## src/rtl/wave_gen.sv

```systemverilog
// rtl/wave_gen.sv - DDS waveform generator with debounced wave/frequency step keys
// Phase accumulator drives a sine/square/triangle/sawtooth sample; keys step waveform and frequency.
module wave_gen #(
  parameter logic [31:0] FTW_BASE     = 32'd85899,
  parameter int          DEBOUNCE_CYC = 1000000
) (
  input  logic       clk,
  input  logic       rst,
  input  logic       wave_key,
  input  logic       freq_key,
  output logic [7:0] data,
  output logic [1:0] wave_sel,
  output logic [2:0] freq_idx,
  output logic [6:0] SEG_FREQ
);

  localparam int CW = $clog2(DEBOUNCE_CYC + 1);
  localparam logic [CW-1:0] CNT_LAST = CW'(DEBOUNCE_CYC - 1);

  // First quadrant of round(127*sin); the other three quadrants are mirrored from it.
  localparam logic [6:0] QSINE [65] = '{
    7'd0,   7'd3,   7'd6,   7'd9,   7'd12,  7'd16,  7'd19,  7'd22,  7'd25,  7'd28,
    7'd31,  7'd34,  7'd37,  7'd40,  7'd43,  7'd46,  7'd49,  7'd51,  7'd54,  7'd57,
    7'd60,  7'd63,  7'd65,  7'd68,  7'd71,  7'd73,  7'd76,  7'd78,  7'd81,  7'd83,
    7'd85,  7'd88,  7'd90,  7'd92,  7'd94,  7'd96,  7'd98,  7'd100, 7'd102, 7'd104,
    7'd106, 7'd107, 7'd109, 7'd111, 7'd112, 7'd113, 7'd115, 7'd116, 7'd117, 7'd118,
    7'd120, 7'd121, 7'd122, 7'd122, 7'd123, 7'd124, 7'd125, 7'd125, 7'd126, 7'd126,
    7'd126, 7'd127, 7'd127, 7'd127, 7'd127
  };

  typedef enum logic [1:0] {IDLE, PRESS_WAIT, HELD, RELEASE_WAIT} db_state_t;

  logic [1:0]    keys;
  logic [1:0]    sync [2];
  logic [1:0]    armed;
  logic [1:0]    press;
  db_state_t     st   [2];
  logic [CW-1:0] cnt  [2];
  logic [31:0]   acc;

  assign keys = {freq_key, wave_key};

  function automatic logic [7:0] sine_sample(input logic [7:0] p);
    logic [6:0] idx;
    logic [6:0] amp;
    idx = {1'b0, p[5:0]};
    amp = p[6] ? QSINE[7'd64 - idx] : QSINE[idx];
    return p[7] ? (8'd128 - {1'b0, amp}) : (8'd128 + {1'b0, amp});
  endfunction

  function automatic logic [7:0] wave_sample(input logic [7:0] p, input logic [1:0] sel);
    case (sel)
      2'd0:    return sine_sample(p);
      2'd1:    return p[7] ? 8'd0 : 8'd255;
      2'd2:    return p[7] ? ~{p[6:0], 1'b0} : {p[6:0], 1'b0};
      default: return p;
    endcase
  endfunction

  function automatic logic [6:0] seg_code(input logic [2:0] idx);
    case (idx)
      3'd0:    return 7'b1111001;
      3'd1:    return 7'b0100100;
      3'd2:    return 7'b0110000;
      3'd3:    return 7'b0011001;
      3'd4:    return 7'b0010010;
      3'd5:    return 7'b0000010;
      3'd6:    return 7'b1111000;
      default: return 7'b0000000;
    endcase
  endfunction

  // Synchronizers reset to "pressed" and armed stays low until a released level is seen,
  // so a key held through reset cannot register until it is let go and pressed again.
  always_ff @(posedge clk) begin
    if (rst) begin
      for (int i = 0; i < 2; i++) begin
        sync[i]  <= 2'b00;
        armed[i] <= 1'b0;
        st[i]    <= IDLE;
        cnt[i]   <= '0;
        press[i] <= 1'b0;
      end
    end else begin
      for (int i = 0; i < 2; i++) begin
        sync[i]  <= {sync[i][0], keys[i]};
        press[i] <= 1'b0;
        if (sync[i][1]) armed[i] <= 1'b1;
        case (st[i])
          IDLE: begin
            if (!sync[i][1] && armed[i]) begin
              st[i]  <= PRESS_WAIT;
              cnt[i] <= '0;
            end
          end
          PRESS_WAIT: begin
            if (sync[i][1]) begin
              st[i] <= IDLE;
            end else if (cnt[i] == CNT_LAST) begin
              st[i]    <= HELD;
              press[i] <= 1'b1;
            end else begin
              cnt[i] <= cnt[i] + 1'b1;
            end
          end
          HELD: begin
            if (sync[i][1]) begin
              st[i]  <= RELEASE_WAIT;
              cnt[i] <= '0;
            end
          end
          RELEASE_WAIT: begin
            if (!sync[i][1]) begin
              st[i] <= HELD;
            end else if (cnt[i] == CNT_LAST) begin
              st[i] <= IDLE;
            end else begin
              cnt[i] <= cnt[i] + 1'b1;
            end
          end
          default: st[i] <= IDLE;
        endcase
      end
    end
  end

  always_ff @(posedge clk) begin
    if (rst) begin
      acc      <= '0;
      wave_sel <= '0;
      freq_idx <= '0;
      data     <= 8'd128;
      SEG_FREQ <= 7'b1111001;
    end else begin
      acc      <= acc + (FTW_BASE << freq_idx);
      wave_sel <= wave_sel + {1'b0, press[0]};
      freq_idx <= freq_idx + {2'b00, press[1]};
      data     <= wave_sample(acc[31:24], wave_sel);
      SEG_FREQ <= seg_code(freq_idx);
    end
  end

endmodule
```

## config.mk

```make
export PLATFORM = sky130hd
export DESIGN_NAME = wave_gen
export DESIGN_NICKNAME = d
export VERILOG_FILES = /design/src/rtl/wave_gen.sv
export SDC_FILE = /design/constraint.sdc
export NUM_CORES = 1
export LEC_CHECK = 0
export ABC_CLOCK_PERIOD_IN_PS = 7100
export CAP_MARGIN = 10
export CELL_PAD_IN_SITES_DETAIL_PLACEMENT = 1
export CELL_PAD_IN_SITES_GLOBAL_PLACEMENT = 1
export CORE_MARGIN = 4
export CORE_UTILIZATION = 52
export DETAILED_ROUTE_END_ITERATION = 7
export PLACE_DENSITY_LB_ADDON = 0.1
export SLEW_MARGIN = 15
export SYNTH_ARGS = -nofsm -noshare
export SYNTH_HDL_FRONTEND = slang
export SYNTH_SLANG_ARGS = --single-unit
```

## constraint.sdc

```tcl
create_clock -name clk -period 7.1 [get_ports clk]
set_input_delay 0.71 -clock clk [delete_from_list [all_inputs] [get_ports clk]]
set_output_delay 0.71 -clock clk [all_outputs]
set_load 0.1 [all_outputs]
```

After elaboration in Yosys (flattened, before gate mapping) --
Memory sizes are Yosys's and may differ from the RTL's. Cells that the tools add are included.
Word-level totals: register bits after elaboration 56, bits in writable memories 48, ROM bits 1792, bits of input ports 4, output and inout port bits 20, word-level logic and storage cells 174, memories 5
Cells by class: add/sub/neg operators 8, order comparisons 2, equality and inequality tests 16, shift operators 1, muxes and demuxes 101, bitwise logic cells 25, reductions and logical operators 8
Memory list:
- (no name shown) | depth 128, bits a word 7, rd ports 1, clocked after memory_dff 0, write ports 0, RTL line 47 | amp = p[6] ? QSINE[7'd64 - idx] : QSINE[idx];
- (no name shown) | depth 128, bits a word 7, rd ports 1, clocked after memory_dff 0, write ports 0, RTL line 47
- cnt | depth 2, bits a word 20, rd ports 2, clocked after memory_dff 0, write ports 2, RTL line 38 | logic [CW-1:0] cnt [2];
- st | depth 2, bits a word 2, rd ports 2, clocked after memory_dff 0, write ports 2, RTL line 37 | db_state_t st [2];
- sync | depth 2, bits a word 2, rd ports 2, clocked after memory_dff 0, write ports 2, RTL line 34 | logic [1:0] sync [2];
Operators with widths (number):
- 20-bit two-way mux | 8
- 1-bit two-way mux | 69
- 7-bit case mux with 7 select lines | 1
- 20-bit by 1-bit adder with 20-bit output, second input constant | 2
- 20-bit equality test, second input constant | 2
- 7-bit two-way mux | 5
- 32-bit adder | 1
- 17-bit by 3-bit << shifter with 32-bit output, first input constant | 1
- 2-bit two-way mux | 14
- 8-bit two-way mux | 3
- 8-bit case mux with 3 select lines | 1
- 1-bit bitwise OR | 22
- 8-bit >= comparator, second input constant | 2
- 2-bit equality test, second input constant | 5
- 3-bit equality test, second input constant | 3
- 8-bit by 7-bit adder with 8-bit output, first input constant | 1
- 6-bit inverter with 8-bit output | 1
- 7-bit inverter with 8-bit output | 1
- 8-bit inverter | 1
- 8-bit by 7-bit subtractor with 8-bit output, first input constant | 1
- 7-bit by 6-bit subtractor with 7-bit output, first input constant | 1
- 2-bit by 1-bit equality test with 1-bit output, second input constant | 3
- 3-bit by 2-bit equality test with 1-bit output, second input constant | 2
- 2-bit zero test | 3
- other kinds (6) | 8

Logic depth before layout (Yosys ltp) --
word-level depth 12, mapped depth 18, mapped depth without buffers 15

Least setup slack after synthesis --
Ideal clock, no wire load.
kind register to register, start point reg freq_idx[1], end point reg acc[29], library setup time 0.121 ns, arrival time 4.104 ns, required time 6.979 ns, slack 2.876 ns, stages on the path, launching flop included 15, path buffers 1, clock period less this slack 4.224 ns, path through dfxtp_1 -> inv_1 -> ha_1 -> clkbuf_1 -> nor2b_1 -> ha_1 -> a21o_1 -> a21o_1 -> a2111oi_4 -> o31ai_1 -> a41oi_1 -> a21boi_1 -> a21oi_1 -> nor3_1 -> mux2_2
Between the ends: word-level cells in the longest chain between the ends 2
RTL lines:
- start: declaration | RTL line 13 | output logic [2:0] freq_idx,
- start signal: assignment | RTL line 137 | freq_idx <= freq_idx + {2'b00, press[1]};
- 17-bit by 3-bit << shifter with 32-bit output | RTL line 135 | acc <= acc + (FTW_BASE << freq_idx);
- 32-bit adder | RTL line 135
- end signal: assignment | RTL line 135
- end: declaration | RTL line 39 | logic [31:0] acc;
Every way passes these cells. A chain may end at the register's enable or synchronous reset.

Worst setup path after layout --
start point reg freq_idx[0], end point reg acc[30]
The elaborated chain is that of the path after synthesis.

==> results.txt <==
Hold endpoint: sync[0][1]$_SDFF_PP0_
Final-stage net count: 935
Critical path fanouts, max: 10
Ant. Diodes: 0
Post-DP HPWL: 14,900 µm
EDFF count, synth: 44
CORE AREA: 14,500 µm²
Relative slew slack: 0.251
Pin count of the biggest net entering global routing: 74
Critical path class: flop to flop
Cells along the critical path: inv_1 -> ha_1 -> nor2b_1 -> ha_1 -> inv_1 -> fa_1 -> nor2b_1 -> o21ai_0 -> a21oi_1 -> o211ai_1 -> a21oi_1 -> o32ai_1 -> o31a_1 -> nor3b_1 -> mux2_2
Seq pwr share: 0.479
CTS Hold Bufs: 0
CTS Buf Count: 9
Internal: 1.07 mW
Max-cap violations: 0
Avg Inst Size Synth: 8.45 µm²
Pleak: 3.22 nW
Slew Limit Fails: 0
Layout cell share with drive strength beyond 1: 0.0595
Syn_nets: 953
Worst Clk Skew: 0.0120 ns
R2R Path End: acc[30]$_SDFF_PP0_
Startpoint Class: flop
Kind of end point of the critical path: flop
Tmin final: 4.35 ns
Fin cells: 1,075
First-pass GRT wire length: 34,900 µm
Final TNS setup: 0 ns
Worst-Margin Slew: 1.11 ns
HP Start: sync[0][0]$_SDFF_PP0_
Crit share post-route: 0.612
Hold violation total from the final report: 0
Worst path slowest cell: dfxtp_1
Average wire per standard cell: 19.6 µm
I/O Pins: 24
Number of port buffers: 23
Hold crit path type: flop to flop
Cells after Synth: 904
CTS max path bufs: 2
# fillers: 1,710
Multi-input logic area: 4730 µm²
RSZ-0062 raised after global routing: no
Post-CTS sizing: 0
Worst r2r path cells: 15
Sequential share of the synthesized area: 0.330
Total track usage: 0.259
Routed Antenna Nets: 0
Final instance area: 8170 µm²
Vias in the first global route: 6,727
Synth async-reset ratio: 0
Sw frac: 0.296
FP Rows: 44
Worst reg2reg setup slack: 2.75 ns
Number of synthesis warnings: 0
Placed cell count: 1,059
Outcome: finished, final reports clean
Switch Pwr: 0.451 mW
Power share of the combinational group: 0.176
Total grt overflow: 0
Min Hold Slack: 0.453 ns
Sequential Area: 2520 µm²
Chip Width: 129 µm
Cell variety after synth: 84
Clock Pin Slew Worst Setup and Hold Paths: 0.08 ns
Setup-failing EPs final: 0
CTS Sinks: 104
Power Dens Cells: 186 nW/µm²
Placed Area: 7870 µm²
Syn-to-layout area delta: 6.93%
Die area: 16,700 µm²
CTS tree: done
Worst path max stage delay: 0.43 ns
Worst Path Required: 7.35 ns
Core Util, Final: 0.564
Post-synth top flop: dfxtp_1
Pre-antenna DRT Iters: 5
Hold Path Cell Cnt: 1
Root buffer cell: clkbuf_16
Worst R2R Start: freq_idx[0]$_SDFF_PP0_
Number of H-tree levels: 3
Worst skew pair latency: 0.36 ns
Vias per cell: 6.17
GP Congestion: 0.871
Clock power frac: 0.345
1st-iter DRT viols: 446
DRC: 0
Yosys reg bits: 104
CP Data Arrival Time: 4.60 ns
Die Span Y: 129 µm
Post-Route WL: 21,100 µm
Maximum vdd drop: 0.187 mV
Initial Util: 0.528
Synthesized cell area: 7640 µm²
Vias: 6,632
Number of antenna violations at the first check in global routing: 0
FMAX: 0.230 GHz
Setup bufs post-CTS: 0
how the worst max path moves through the flow:
stage	from	to	slack, ns	cells after the start
floorplan	freq_idx[1]$_SDFF_PP0_	acc[29]$_SDFF_PP0_	2.88	14
global placement	acc[24]$_SDFF_PP0_	data[2]$_SDFF_PP0_	2.99	15
detailed placement	freq_idx[0]$_SDFF_PP0_	acc[30]$_SDFF_PP0_	2.84	15
CTS	freq_idx[0]$_SDFF_PP0_	acc[30]$_SDFF_PP0_	2.80	15
global route	freq_idx[0]$_SDFF_PP0_	acc[30]$_SDFF_PP0_	2.38	15
finish	freq_idx[0]$_SDFF_PP0_	acc[30]$_SDFF_PP0_	2.75	15
state kept, by name, indices dropped and copies added (netlist names):
register / count
cnt: 40
acc: 32
data: 8
SEG_FREQ: 7
st: 4
sync: 4
freq_idx: 3
armed: 2
press: 2
wave_sel: 2
through the flow:
step | power [mW] | worst slack, ns
finish | 1.52 | 2.75
global route | 1.60 | 2.38
CTS | 1.53 | 2.80
detailed placement | 1.00 | 2.84
global placement | 0.979 | 2.99
floorplan | 0.932 | 2.88
power by group through the flow:
stage	Sequential (mW)	Combinational (mW)	Clock, mW
5_1_grt	0.739	0.298	0.561
6_report	0.730	0.268	0.525
4_1_cts	0.730	0.268	0.533
3_5_place_dp	0.743	0.260	0
2_1_floorplan	0.723	0.209	0
3_3_place_gp	0.739	0.240	0
metal layers:
layer,global-route usage,up-vias,wire length [µm]
met5,0,-,0
met1,0.345,3281,9620
met4,0.0735,0,392
met3,0.0346,27,652
li1,-,3198,-
met2,0.441,126,10400
critical path, delay by kind of cell (launching register included):
family	cells	cell delay, ns
AND/OR/NAND/NOR	3	0.75
adder cells (fa/ha/maj)	3	0.97
buffers and inverters	2	0.26
flip-flops	1	0.43
multiplexers	1	0.36
AO/OA/AOI/OAI	6	1.47
Yosys cell counts (22+ instances only):
cell / count / area (µm²)
xnor2_1: 40 / 350
nand3_1: 26 / 130
inv_1: 33 / 124
o21ai_0: 43 / 215
nor2b_1: 25 / 156
a21oi_1: 60 / 300
nand2_1: 60 / 225
clkbuf_1: 35 / 131
edfxtp_1: 44 / 1320
nor3_1: 22 / 110
ha_1: 44 / 551
xor2_1: 31 / 272
nor2_1: 118 / 443
dfxtp_1: 60 / 1200
layout by cell type, fill, tap and decap left out, types with 20 or more instances in the layout:
cell / count
inv_1: 33
edfxtp_1: 44
nor3_1: 22
a21oi_1: 60
dfxtp_1: 60
xor2_1: 31
clkdlybuf4s50_1: 22
o21ai_0: 43
nor2b_1: 25
nand3_1: 26
ha_1: 44
xnor2_1: 40
nand2_1: 60
a21o_1: 20
nor2_1: 118
final cells by class:
class / count / share of cell area
clock buffer: 9 / 0.0276
clock inverter: 7 / 0.00950
inverter: 33 / 0.0152
multi-input combinational: 710 / 0.579
sequential: 104 / 0.309
tap: 184 / 0.0282
timing repair buffer: 28 / 0.0322
kinds of logic (layout without fill, tap and decap cells):
family          count (synthesis)  count (layout)  synth area share
buf+inv                        90              77            0.0511
mux                            21              21            0.0337
flops                         104             104             0.330
simple gates                  352             352             0.229
xor+xnor                       72              72            0.0835
fa+ha+maj                      45              45            0.0747
compound gates                220             220             0.197
No activity file was read; power rests on OpenSTA's default activity.
